### src/rtl/vx_launch_ctrl.sv
`timescale 1ns/1ps
// Launch controller ahead of the Vortex sandbox: buffers host DCR writes, replays them while the
// core is held in reset, then times the kernel from reset release until busy falls.
module vx_launch_ctrl #(
    parameter int unsigned DCR_ADDR_WIDTH = 12,
    parameter int unsigned DCR_DATA_WIDTH = 32,
    parameter int unsigned FIFO_DEPTH     = 16,
    parameter int unsigned RESET_CYCLES   = 16,
    parameter int unsigned BUSY_TIMEOUT   = 1024
) (
    input  logic                      clk,
    input  logic                      reset,
    input  logic                      cfg_valid,
    output logic                      cfg_ready,
    input  logic [DCR_ADDR_WIDTH-1:0] cfg_addr,
    input  logic [DCR_DATA_WIDTH-1:0] cfg_data,
    input  logic                      start,
    output logic                      vx_reset,
    output logic                      dcr_wr_valid,
    output logic [DCR_ADDR_WIDTH-1:0] dcr_wr_addr,
    output logic [DCR_DATA_WIDTH-1:0] dcr_wr_data,
    input  logic                      vx_busy,
    output logic                      running,
    output logic                      done,
    output logic                      timeout_err,
    output logic [63:0]               cycles
);
    localparam int unsigned IdxW = $clog2(FIFO_DEPTH);
    localparam int unsigned PtrW = IdxW + 1;
    localparam int unsigned EntW = DCR_ADDR_WIDTH + DCR_DATA_WIDTH;
    localparam int unsigned RstW = $clog2(RESET_CYCLES + 1);
    localparam int unsigned TmoW = $clog2(BUSY_TIMEOUT + 1);

    typedef enum logic [2:0] {
        StIdle,
        StHold,
        StDcr,
        StRelease,
        StWaitBusy,
        StRun,
        StDone
    } state_e;

    state_e                    state_q, state_d;
    logic [PtrW-1:0]           wr_ptr_q, wr_ptr_d;
    logic [PtrW-1:0]           rd_ptr_q, rd_ptr_d;
    logic [EntW-1:0]           mem_q [FIFO_DEPTH];
    logic [RstW-1:0]           rst_cnt_q, rst_cnt_d;
    logic [TmoW-1:0]           tmo_cnt_q, tmo_cnt_d;
    logic                      vx_reset_q, vx_reset_d;
    logic                      dcr_valid_q, dcr_valid_d;
    logic [DCR_ADDR_WIDTH-1:0] dcr_addr_q, dcr_addr_d;
    logic [DCR_DATA_WIDTH-1:0] dcr_data_q, dcr_data_d;
    logic                      running_q, running_d;
    logic                      done_q, done_d;
    logic                      tmo_err_q, tmo_err_d;
    logic [63:0]               cycles_q, cycles_d;

    logic                      fifo_empty;
    logic                      fifo_full;
    logic                      push;
    logic [PtrW-1:0]           rd_ptr_inc;
    logic [EntW-1:0]           head;
    logic [63:0]               cycles_inc;
    logic [TmoW-1:0]           tmo_cnt_inc;

    assign fifo_empty  = (wr_ptr_q == rd_ptr_q);
    assign fifo_full   = (wr_ptr_q[IdxW-1:0] == rd_ptr_q[IdxW-1:0]) &&
                         (wr_ptr_q[IdxW] != rd_ptr_q[IdxW]);
    assign cfg_ready   = !fifo_full && (state_q == StIdle);
    assign push        = cfg_valid && cfg_ready;
    assign rd_ptr_inc  = rd_ptr_q + PtrW'(1);
    assign head        = mem_q[rd_ptr_q[IdxW-1:0]];
    assign cycles_inc  = (cycles_q == '1) ? cycles_q : cycles_q + 64'd1;
    assign tmo_cnt_inc = tmo_cnt_q + TmoW'(1);

    always_comb begin
        state_d     = state_q;
        wr_ptr_d    = push ? wr_ptr_q + PtrW'(1) : wr_ptr_q;
        rd_ptr_d    = rd_ptr_q;
        rst_cnt_d   = rst_cnt_q;
        tmo_cnt_d   = tmo_cnt_q;
        vx_reset_d  = 1'b1;
        dcr_valid_d = 1'b0;
        dcr_addr_d  = dcr_addr_q;
        dcr_data_d  = dcr_data_q;
        running_d   = running_q;
        done_d      = 1'b0;
        tmo_err_d   = tmo_err_q;
        cycles_d    = cycles_q;

        unique case (state_q)
            StIdle: begin
                if (start) begin
                    state_d   = StHold;
                    rst_cnt_d = RstW'(RESET_CYCLES - 1);
                    running_d = 1'b1;
                    tmo_err_d = 1'b0;
                    cycles_d  = '0;
                end
            end
            StHold: begin
                if (rst_cnt_q == '0) begin
                    // With nothing queued there is no DCR phase at all.
                    state_d = fifo_empty ? StRelease : StDcr;
                end else begin
                    rst_cnt_d = rst_cnt_q - RstW'(1);
                end
            end
            StDcr: begin
                if (!fifo_empty) begin
                    dcr_valid_d              = 1'b1;
                    {dcr_addr_d, dcr_data_d} = head;
                    rd_ptr_d                 = rd_ptr_inc;
                    if (rd_ptr_inc == wr_ptr_q) begin
                        state_d = StRelease;
                    end
                end else begin
                    state_d = StRelease;
                end
            end
            StRelease: begin
                vx_reset_d = 1'b0;
                tmo_cnt_d  = '0;
                state_d    = StWaitBusy;
            end
            StWaitBusy: begin
                vx_reset_d = 1'b0;
                cycles_d   = cycles_inc;
                tmo_cnt_d  = tmo_cnt_inc;
                if (vx_busy) begin
                    state_d = StRun;
                end else if (tmo_cnt_inc == TmoW'(BUSY_TIMEOUT)) begin
                    state_d   = StDone;
                    done_d    = 1'b1;
                    running_d = 1'b0;
                    tmo_err_d = 1'b1;
                end
            end
            StRun: begin
                vx_reset_d = 1'b0;
                cycles_d   = cycles_inc;
                if (!vx_busy) begin
                    state_d   = StDone;
                    done_d    = 1'b1;
                    running_d = 1'b0;
                end
            end
            StDone: begin
                // Reset reasserts one cycle after returning to idle.
                vx_reset_d = 1'b0;
                state_d    = StIdle;
            end
            default: begin
                state_d = StIdle;
            end
        endcase
    end

    always_ff @(posedge clk) begin
        if (reset) begin
            state_q     <= StIdle;
            wr_ptr_q    <= '0;
            rd_ptr_q    <= '0;
            rst_cnt_q   <= '0;
            tmo_cnt_q   <= '0;
            vx_reset_q  <= 1'b1;
            dcr_valid_q <= 1'b0;
            dcr_addr_q  <= '0;
            dcr_data_q  <= '0;
            running_q   <= 1'b0;
            done_q      <= 1'b0;
            tmo_err_q   <= 1'b0;
            cycles_q    <= '0;
        end else begin
            state_q     <= state_d;
            wr_ptr_q    <= wr_ptr_d;
            rd_ptr_q    <= rd_ptr_d;
            rst_cnt_q   <= rst_cnt_d;
            tmo_cnt_q   <= tmo_cnt_d;
            vx_reset_q  <= vx_reset_d;
            dcr_valid_q <= dcr_valid_d;
            dcr_addr_q  <= dcr_addr_d;
            dcr_data_q  <= dcr_data_d;
            running_q   <= running_d;
            done_q      <= done_d;
            tmo_err_q   <= tmo_err_d;
            cycles_q    <= cycles_d;
        end
    end

    always_ff @(posedge clk) begin
        if (push && !reset) begin
            mem_q[wr_ptr_q[IdxW-1:0]] <= {cfg_addr, cfg_data};
        end
    end

    assign vx_reset     = vx_reset_q;
    assign dcr_wr_valid = dcr_valid_q;
    assign dcr_wr_addr  = dcr_addr_q;
    assign dcr_wr_data  = dcr_data_q;
    assign running      = running_q;
    assign done         = done_q;
    assign timeout_err  = tmo_err_q;
    assign cycles       = cycles_q;

endmodule

### config.mk
export PLATFORM = sky130hd
export DESIGN_NAME = vx_launch_ctrl
export DESIGN_NICKNAME = d
export VERILOG_FILES = /design/src/rtl/vx_launch_ctrl.sv
export SDC_FILE = /design/constraint.sdc
export NUM_CORES = 1
export LEC_CHECK = 0
export CORE_MARGIN = 1
export CORE_UTILIZATION = 60
export DETAILED_ROUTE_END_ITERATION = 16
export PLACE_DENSITY = 0.86
export RECOVER_POWER = 50
export SLEW_MARGIN = 10
export SYNTH_ARGS = -nofsm -noshare
export SYNTH_HDL_FRONTEND = slang
export SYNTH_SLANG_ARGS = --single-unit
### constraint.sdc
create_clock -name clk -period 6.65 [get_ports clk]
set_input_delay 1.33 -clock clk [delete_from_list [all_inputs] [get_ports clk]]
set_output_delay 1.33 -clock clk [all_outputs]
set_load 0.05 [all_outputs]
After elaboration in Yosys (flattened, before gate mapping)
Memory sizes are Yosys's and may differ from the RTL's. A register that Yosys moved wholly into a read port is not among the register bits.
Index checks and enable logic that the tools add are counted.
{"block": "op_classes", "n_addsub": 5, "eq_ne": 21, "mux": 33, "bitwise_logic": 2, "reduce_logical": 22}
{"cell": "64-bit 2-to-1 mux", "n": 2}
{"cell": "64-bit one-hot mux with 2 select lines", "n": 1}
{"cell": "64-bit by 1-bit adder with 64-bit output, second input constant", "n": 1}
{"cell": "64-bit equality test, second input constant", "n": 1}
{"cell": "11-bit one-hot mux with 2 select lines", "n": 1}
{"cell": "3-bit 2-to-1 mux", "n": 7}
{"cell": "3-bit one-hot mux with 6 select lines", "n": 1}
{"cell": "1-bit 2-to-1 mux", "n": 15}
{"cell": "2-bit != test, second input constant", "n": 7}
{"cell": "11-bit by 1-bit adder with 11-bit output, second input constant", "n": 1}
{"cell": "11-bit equality test, second input constant", "n": 1}
{"cell": "5-bit by 1-bit adder with 5-bit output, second input constant", "n": 2}
{"cell": "5-bit equality test", "n": 2}
{"cell": "5-bit 2-to-1 mux", "n": 2}
{"cell": "5-bit one-hot mux with 2 select lines", "n": 1}
{"cell": "5-bit AND reduction", "n": 2}
{"cell": "3-bit equality test, second input constant", "n": 3}
{"cell": "2-bit nonzero test", "n": 4}
{"cell": "3-bit by 2-bit equality test with 1-bit output, second input constant", "n": 2}
{"cell": "3-bit != test, second input constant", "n": 2}
{"cell": "3-bit AND reduction", "n": 2}
{"cell": "5-bit zero test", "n": 1}
{"cell": "5-bit by 1-bit subtractor with 5-bit output, second input constant", "n": 1}
{"cell": "4-bit equality test", "n": 1}
{"cell": "13 further kinds", "n": 20}
{"block": "word_totals", "regBits": 98, "ram_bits": 704, "input_bits": 49, "word_cells": 95, "n_memories": 1}
{"memory": "mem_q", "depth": 16, "width": 44, "read_ports": 1, "rd_ports_with_merged_regs": 1, "wr": 1, "line_no": "47", "text": "logic [EntW-1:0] mem_q [FIFO_DEPTH];"}

Depth between registers and ports, before layout
Gate-level depths: netlist of the first run.
{"block": "depth", "ltp_word": 8, "mapped_depth": 10, "depth_no_buf": 8}

Least setup slack after synthesis of the first run
No wires, ideal clock.
{"block": "synth_path", "path_kind": "input-to-reg", "from": "input port cfg_valid", "to": "memory mem_q[3][0] (netlist name), enable pin", "setup_ns": 0.500, "arrival_time_ns": 4.919, "t_required_ns": 6.150, "slack_ns": 1.232, "path_stages": 4, "path_buffers": 0, "path_cell_list": "o211ai_1 > nor2_1 > nand2_1 > nor3_1"}
{"block": "synth_between", "elab_chain_cells": 4}
{"item": "start, declared", "line_no": "13", "text": "input logic cfg_valid,"}
{"item": "1-bit logical AND", "line_no": "71", "text": "assign push = cfg_valid && cfg_ready;"}
{"item": "1-bit logical AND", "line_no": "193", "text": "if (push && !reset) begin"}
{"item": "1-bit 2-to-1 mux", "line_no": "193"}
{"item": "1-bit 2-to-1 mux (implied by the code)", "line_no": "194", "text": "mem_q[wr_ptr_q[IdxW-1:0]] <= {cfg_addr, cfg_data};"}
{"item": "end, declared", "line_no": "47"}
No other way between the ends.

==> key figures, run 1 <==
STA
  – RSZ-0062 raised after global routing: false
  – Setup ws final: around 1600 ps
  – Period utilization: roughly three quarters
  – Peak Freq: around 200 MHz
  – Setup violators final: 0
  – Max transition margin: -102%
  – Clock skew: roughly 34 ps
  – Endpoints failing hold: 0
  – Worst-margin pin slew: a little over 3000 ps
  – Sum Neg Setup Slack: 0 ps
  – Hold_ws: approximately 450 ps
  – Minimum clock period after layout: 5020 ps
  – Slew Viols, Final: 166

Hold path
  – Hold Startpoint: dcr_wr_addr[0]
  – Worst hold path type: flip-flop to flip-flop

Global route
  – Vias in the first global route: ~20000
  – Grt ovf: 0
  – Antenna violations before repair: 3
  – Largest net degree at the start of global routing: around 110
  – Global Route Usage Sum: a little under a third
  – First-pass GRT wire length: between 100 and 150 mm

Cells and area
  – Final Util: a little over 70%
  – Layout area overhead: 15.8%
  – Non-filler cells, final: between 2000 and 3000
  – Nets@finish: approximately 2100
  – Share of cells above drive strength 1: 19.8%

Critical path
  – Worst setup SP type: input port
  – CP Capture Type: flip-flop
  – CP max FO: 52
  – Worst setup path startpoint: reset
  – Crit path kind: input port to flip-flop
  – Worst EP arrival: ~5600 ps
  – Worst Path Required: about 7200 ps
  – Crit-path slowest cell: clkbuf_1
  – Reg-to-Reg Start: rd_ptr_q[3]
  – Crit-path cells: buf_4 > clkbuf_1 > nor2_1 > nand2_1 > a31oi_1 > a41o_2
  – CP peak stage delay: ~2200 ps

Job
  – Max-cap viol count: 2

Drt
  – Post-route antenna net violation count: 0
  – DRC: 0
  – DR vias/cell: roughly 6.9
  – Average wire per standard cell: 30.4 um
  – DRT Pass-1 Iters: 7
  – Via count: between 15000 and 20000
  – DRT iter0 DRCs: 3003
  – Drt total wl: about 85 mm

Die
  – Row cnt: 85
  – Die Ht: between 200 and 250 um
  – I/O pin count: 163
  – Core area: roughly 54000 um2
  – Initial Utilization: approximately 60%
  – Die footprint: ~56000 um2
  – Die W: ~240 um

Clock tree
  – Post-CTS setup buffer count: 0
  – CTS tree: yes
  – Post-CTS sizing: 0
  – Clock Tree Buf Depth: 3
  – Num CTS Buffers: 82
  – Root buffer cell: clkbuf_16
  – H-tree depth: 3
  – CTS Sinks: 846
  – CTS Hold Bufs: 0
  – Clock latency on the worst-skew pair: between 600 and 700 ps
  – Clock-pin slew on the worst setup and hold paths: approximately 60 ps

Logic synthesis
  – Mapped Area: roughly 33000 um2
  – Yosys warning count: 0
  – Post-synthesis cell count: roughly 1900
  – Unique masters post-synth: 68
  – Syn nets: between 1500 and 2000
  – Synth Flop Type: edfxtp_1
  – Share of flip-flops with an asynchronous set or reset: 0%
  – Yosys reg bits: 846
  – Seq/Total Area, Yosys: 72.1%
  – Post-synth EDFFs: approximately 700
  – Syn avg cell area: approximately 18 um2

Pwr
  – Pwr Density: 295 nW/um2
  – Static Leak: 11.7 nW
  – Peak supply drop: ~0.24 mV

Placed design
  – HPWL after detailed placement: approximately 47 mm
  – Gpl congestion: 0.899
  – Port buffer count: 162
  – Placed insts: between 2000 and 3000
  – DP Worst Slack: ~2100 ps

Run status
  – Violated checks: max-capacitance violations, max-slew violations
  – Outcome: finished, violations left
-- critical path: cells and delay by family --
family | cells | cell delay, ps
compound gates | 2 | 320
buf+inv | 2 | 2540
simple gates | 2 | 1340
-- sequential cells by signal, indices dropped and copies added (netlist names) --
signal,count
dcr_wr_addr,12
dcr_wr_data,32
running,1
wr_ptr_q,5
state_q,3
done,1
timeout_err,1
mem_q,704
rst_cnt_q,5
cycles,64
tmo_cnt_q,11
vx_reset,1
rd_ptr_q,5
dcr_wr_valid,1
-- final cells by class --
cell class / instances / area [um2]
sequential: 846 / 24000
clock inverter: 45 / 601
fill: 3027 / 15700
multi-input combinational: 893 / 8940
tap: 696 / 871
antenna: 3 / 7.51
timing repair buffer: 189 / 1820
inverter: 16 / 60.1
clock buffer: 108 / 2220
-- Yosys cell counts (all sizes together), types with 2 or more instances --
| cell type | n | area share, % |
|---|---|---|
| xnor2 | 37 | 0.97 |
| nand2b | 8 | 0.15 |
| a2111oi | 11 | 0.33 |
| xor2 | 11 | 0.29 |
| edfxtp | 704 | 64 |
| nor4b | 4 | 0.11 |
| nor4 | 16 | 0.36 |
| a41oi | 4 | 0.11 |
| buf | 33 | 0.45 |
| or2 | 4 | 0.075 |
| nand3 | 29 | 0.44 |
| clkbuf | 67 | 0.76 |
| ha | 9 | 0.34 |
| o31ai | 3 | 0.068 |
| a21o | 4 | 0.090 |
| mux4 | 220 | 15 |
| dfxtp | 142 | 8.5 |
| nand2 | 161 | 1.8 |
| a211oi | 10 | 0.23 |
| a311oi | 5 | 0.13 |
| and3 | 3 | 0.056 |
| o21ai | 21 | 0.38 |
| nor2 | 97 | 1.1 |
| nand4b | 2 | 0.053 |
| a31o | 2 | 0.053 |
| a31oi | 4 | 0.075 |
| mux2i | 6 | 0.18 |
| a41o | 2 | 0.064 |
| a21boi | 2 | 0.045 |
| and4 | 16 | 0.42 |
| or3 | 21 | 0.40 |
| a21oi | 84 | 1.3 |
| nor3 | 30 | 0.45 |
| o21a | 5 | 0.11 |
| and2 | 4 | 0.075 |
| inv | 16 | 0.18 |
| nand4 | 29 | 0.58 |
| or4 | 10 | 0.25 |
| o211ai | 8 | 0.24 |
-- through the flow --
step / instance area, um2 / total power, mW
6_report: 38500 / 11.3
5_1_grt: 38500 / 11.6
4_1_cts: 38500 / 11.4
3_5_place_dp: 35700 / 6.54
3_3_place_gp: 35700 / 6.50
2_1_floorplan: 33300 / 6.30
-- worst paths after layout --
| check | endpoint | slack, ps | depth (start not counted) |
|---|---|---|---|
| max reg2reg | mem_q[11][8] | 2210 | 8 |
| min reg2reg | dcr_wr_addr[0] | 450 | 2 |
| min | dcr_wr_addr[0] | 450 | 2 |
| max | cycles[53] | 1630 | 6 |
-- layer usage --
metal | part of all wire [%] | routed length (um) | vias to the layer above | track usage (%)
met3 | 9.7 | 8290 | 209 | 4.95
li1 | - | - | 7808 | -
met5 | 0.027 | 23 | - | 0
met1 | 35 | 30200 | 9819 | 41.3
met4 | 3.5 | 2940 | 4 | 12.2
met2 | 51 | 43600 | 1394 | 51.7
-- kinds of logic (layout without fill, tap and decap cells) --
group | count (synthesis) | after routing | synth area share [%]
compound gates | 172 | 172 | 3.40
xor+xnor | 48 | 48 | 1.26
fa+ha+maj | 9 | 9 | 0.339
buf+inv | 116 | 358 | 1.38
flops | 846 | 846 | 72.1
mux | 226 | 226 | 15.1
other cells | 0 | 3 | 0
simple gates | 438 | 438 | 6.43
-- report_power, final --
part           switching, mW  internal (mW)
Sequential            0.0531           5.81
Clock                   2.09           2.82
Combinational          0.369          0.209
Total                   2.51           8.83
-- placed cells by master, fill, tap and decap left out, types with 9 or more instances in the layout --
cell type / instances
a2111oi_0: 9
a211oi_1: 10
a21oi_1: 83
and4_1: 16
buf_4: 26
bufinv_16: 11
clkbuf_1: 20
clkbuf_16: 82
clkdlybuf4s50_1: 69
clkinv_2: 10
dfxtp_1: 139
dlygate4sd3_1: 92
edfxtp_1: 704
ha_1: 9
inv_1: 16
mux4_2: 220
nand2_1: 161
nand3_1: 29
nand4_1: 27
nor2_1: 85
nor2_4: 12
nor3_1: 26
nor4_1: 14
o21ai_1: 11
or3_1: 21
xnor2_1: 37
xor2_1: 11
No activity file was read; power rests on OpenSTA's default activity.
==> run 2, diff against run 1 <==
==> constraint.sdc (replaced) <==
create_clock -name clk -period 4.8 [get_ports clk]
set_input_delay 0.96 -clock clk [delete_from_list [all_inputs] [get_ports clk]]
set_output_delay 0.96 -clock clk [all_outputs]
set_load 0.05 [all_outputs]
==> key figures, run 2 (same netlist as run 1, synthesis figures left out) <==
Clock tree
  – CTS Sinks: 846 (unchanged)
  – H-tree depth: 3 (unchanged)
  – Post-CTS sizing: 0 (unchanged)
  – CTS Hold Bufs: 0 (unchanged)
  – Post-CTS setup buffer count: 0 (unchanged)
  – Root buffer cell: clkbuf_16 (unchanged)
  – Num CTS Buffers: 82 (unchanged)
  – Clock latency on the worst-skew pair: 650 ps (was 660 ps)
  – Clock-pin slew on the worst setup and hold paths: 60 ps (about the same)
  – Clock Tree Buf Depth: 3 (unchanged)
  – CTS tree: yes (unchanged)

Hold path
  – Worst hold path type: flip-flop to flip-flop (unchanged)

STA
  – Hold_ws: 453 ps (about the same)
  – Peak Freq: between 200 and 250 MHz
  – Period utilization: between 80% and 90%
  – Minimum clock period after layout: about 4200 ps
  – Slew Viols, Final: 127 (was 166)
  – Setup violators final: 0 (unchanged)
  – Sum Neg Setup Slack: 0 ps (unchanged)
  – Max transition margin: -116% (was -102%)
  – Worst-margin pin slew: 3240 ps (was 3020 ps)
  – Endpoints failing hold: 0 (unchanged)
  – Clock skew: 30.1 ps (was 33.7 ps)
  – RSZ-0062 raised after global routing: false (unchanged)

Run status
  – Outcome: finished, violations left (unchanged)
  – Violated checks: max-capacitance violations, max-slew violations (unchanged)

Global route
  – First-pass GRT wire length: 124 mm (was 127 mm)
  – Vias in the first global route: 19500 (about the same)
  – Largest net degree at the start of global routing: 180 (was 113)
  – Antenna violations before repair: 7 (was 3)
  – Grt ovf: 0 (unchanged)
  – Global Route Usage Sum: 30.3% (was 31.0%)

Placed design
  – HPWL after detailed placement: 45.1 mm (was 46.8 mm)
  – Port buffer count: 162 (unchanged)
  – Gpl congestion: 0.914 (was 0.899)
  – Cell Area, Placed: 35800 um2 (was 35700 um2)

Die
  – Row cnt: 85 (unchanged)
  – I/O pin count: 163 (unchanged)
  – Die Ht: 237 um (unchanged)
  – Die footprint: 56400 um2 (unchanged)
  – Die W: 237 um (unchanged)
  – Core area: 54200 um2 (unchanged)
  – Initial Utilization: 61.3% (unchanged)

Drt
  – DRT iter0 DRCs: 2744 (was 3003)
  – Via count: 19100 (was 19200)
  – Drt total wl: 83.3 mm (was 85.1 mm)
  – Post-route antenna net violation count: 0 (unchanged)
  – Average wire per standard cell: 29.7 um (was 30.4 um)
  – DRT Pass-1 Iters: 9 (was 7)
  – DRC: 0 (unchanged)
  – DR vias/cell: 6.80 (was 6.88)

Pwr
  – Peak supply drop: 0.339 mV (was 0.244 mV)
  – Static Leak: 11.8 nW (was 11.7 nW)
  – Power Total: 15.3 mW (was 11.3 mW)
  – Pwr Density: 399 nW/um2 (was 295 nW/um2)

Cells and area
  – Layout area overhead: 15.5% (was 15.8%)
  – Commonest cells after routing, fill and taps aside: edfxtp_1 (704), mux4_2 (220), nand2_1 (161) (unchanged)
  – Nets@finish: 2091 (was 2086)
  – Final Util: 70.8% (was 71.0%)
  – Largest register FFs: 704 (unchanged)
  – Commonest non-fill, non-tap cell in the layout: edfxtp_1 (unchanged)
  – Share of cells above drive strength 1: 19.1% (was 19.8%)
  – Final instance area: 38400 um2 (was 38500 um2)

Critical path
  – Worst Path Required: 5320 ps (was 7200 ps)
  – Worst EP arrival: 4720 ps (was 5570 ps)
  – CP Capture Type: flip-flop (unchanged)
  – CP max FO: 56 (was 52)
  – Crit path kind: input port to flip-flop (unchanged)
  – Worst setup SP type: input port (unchanged)

Job
  – Max-cap viol count: 3 (was 2)
-- run 2: cell count changes in the layout (fill, tap and decap cells not counted), moves of 6 or more --
cell	change
clkdlybuf4s50_1	-27
clkbuf_1	+7
dlygate4sd3_1	+27
buf_12	+6
-- run 2: area by class of cell --
type                       count  area [um2]
sequential                   846       24000
fill                        3008       15800
multi-input combinational    893        8910
clock buffer                 115        2230
timing repair buffer         194        1930
tap                          696         871
clock inverter                38         420
inverter                      16        60.1
antenna                        5        12.5
-- run 2: report_power, final --
group	switching (mW)	total [mW]	leakage [nW]	internal, mW
sequential	0.0757	8.12	7.48	8.04
clock	2.81	6.42	1.29	3.60
combinational	0.496	0.785	3.00	0.289
total	3.39	15.3	11.8	11.9
-- run 2: through the flow --
step / setup slack (ps) / std cells
CTS: 806 / 2798
detailed placement: 961 / 2645
floorplan: 852 / 1855
global placement: 1130 / 2645
global route: 427 / 2802
finish: 603 / 2803
-- run 2: routing by layer --
layer / part of all wire (%) / wire (um) / up-vias / track usage [%]
met1: 35 / 29600 / 9559 / 40.1
met4: 3.7 / 3090 / 0 / 12.6
met3: 11 / 9040 / 219 / 5.63
met2: 50 / 41700 / 1467 / 49.9
met5: 0 / 0 / - / 0
li1: - / - / 7828 / -
-- run 2: final timing paths --
| path | startpoint | endpoint | slack (ps) | cells past startpoint |
|---|---|---|---|---|
| max | reset | cycles[53] | 600 | 7 |
| min | dcr_wr_data[31] | dcr_wr_data[31] | 450 | 2 |
| max reg2reg | state_q[1] | dcr_wr_data[4] | 750 | 5 |
| min reg2reg | dcr_wr_data[31] | dcr_wr_data[31] | 450 | 2 |
-- run 2: critical path, cell delays in order --
cell and delay (ps):
buf_4 400, clkbuf_1 2320, nor2_1 220, buf_4 350, nand2_1 90, a31oi_1 40, a41o_2 260
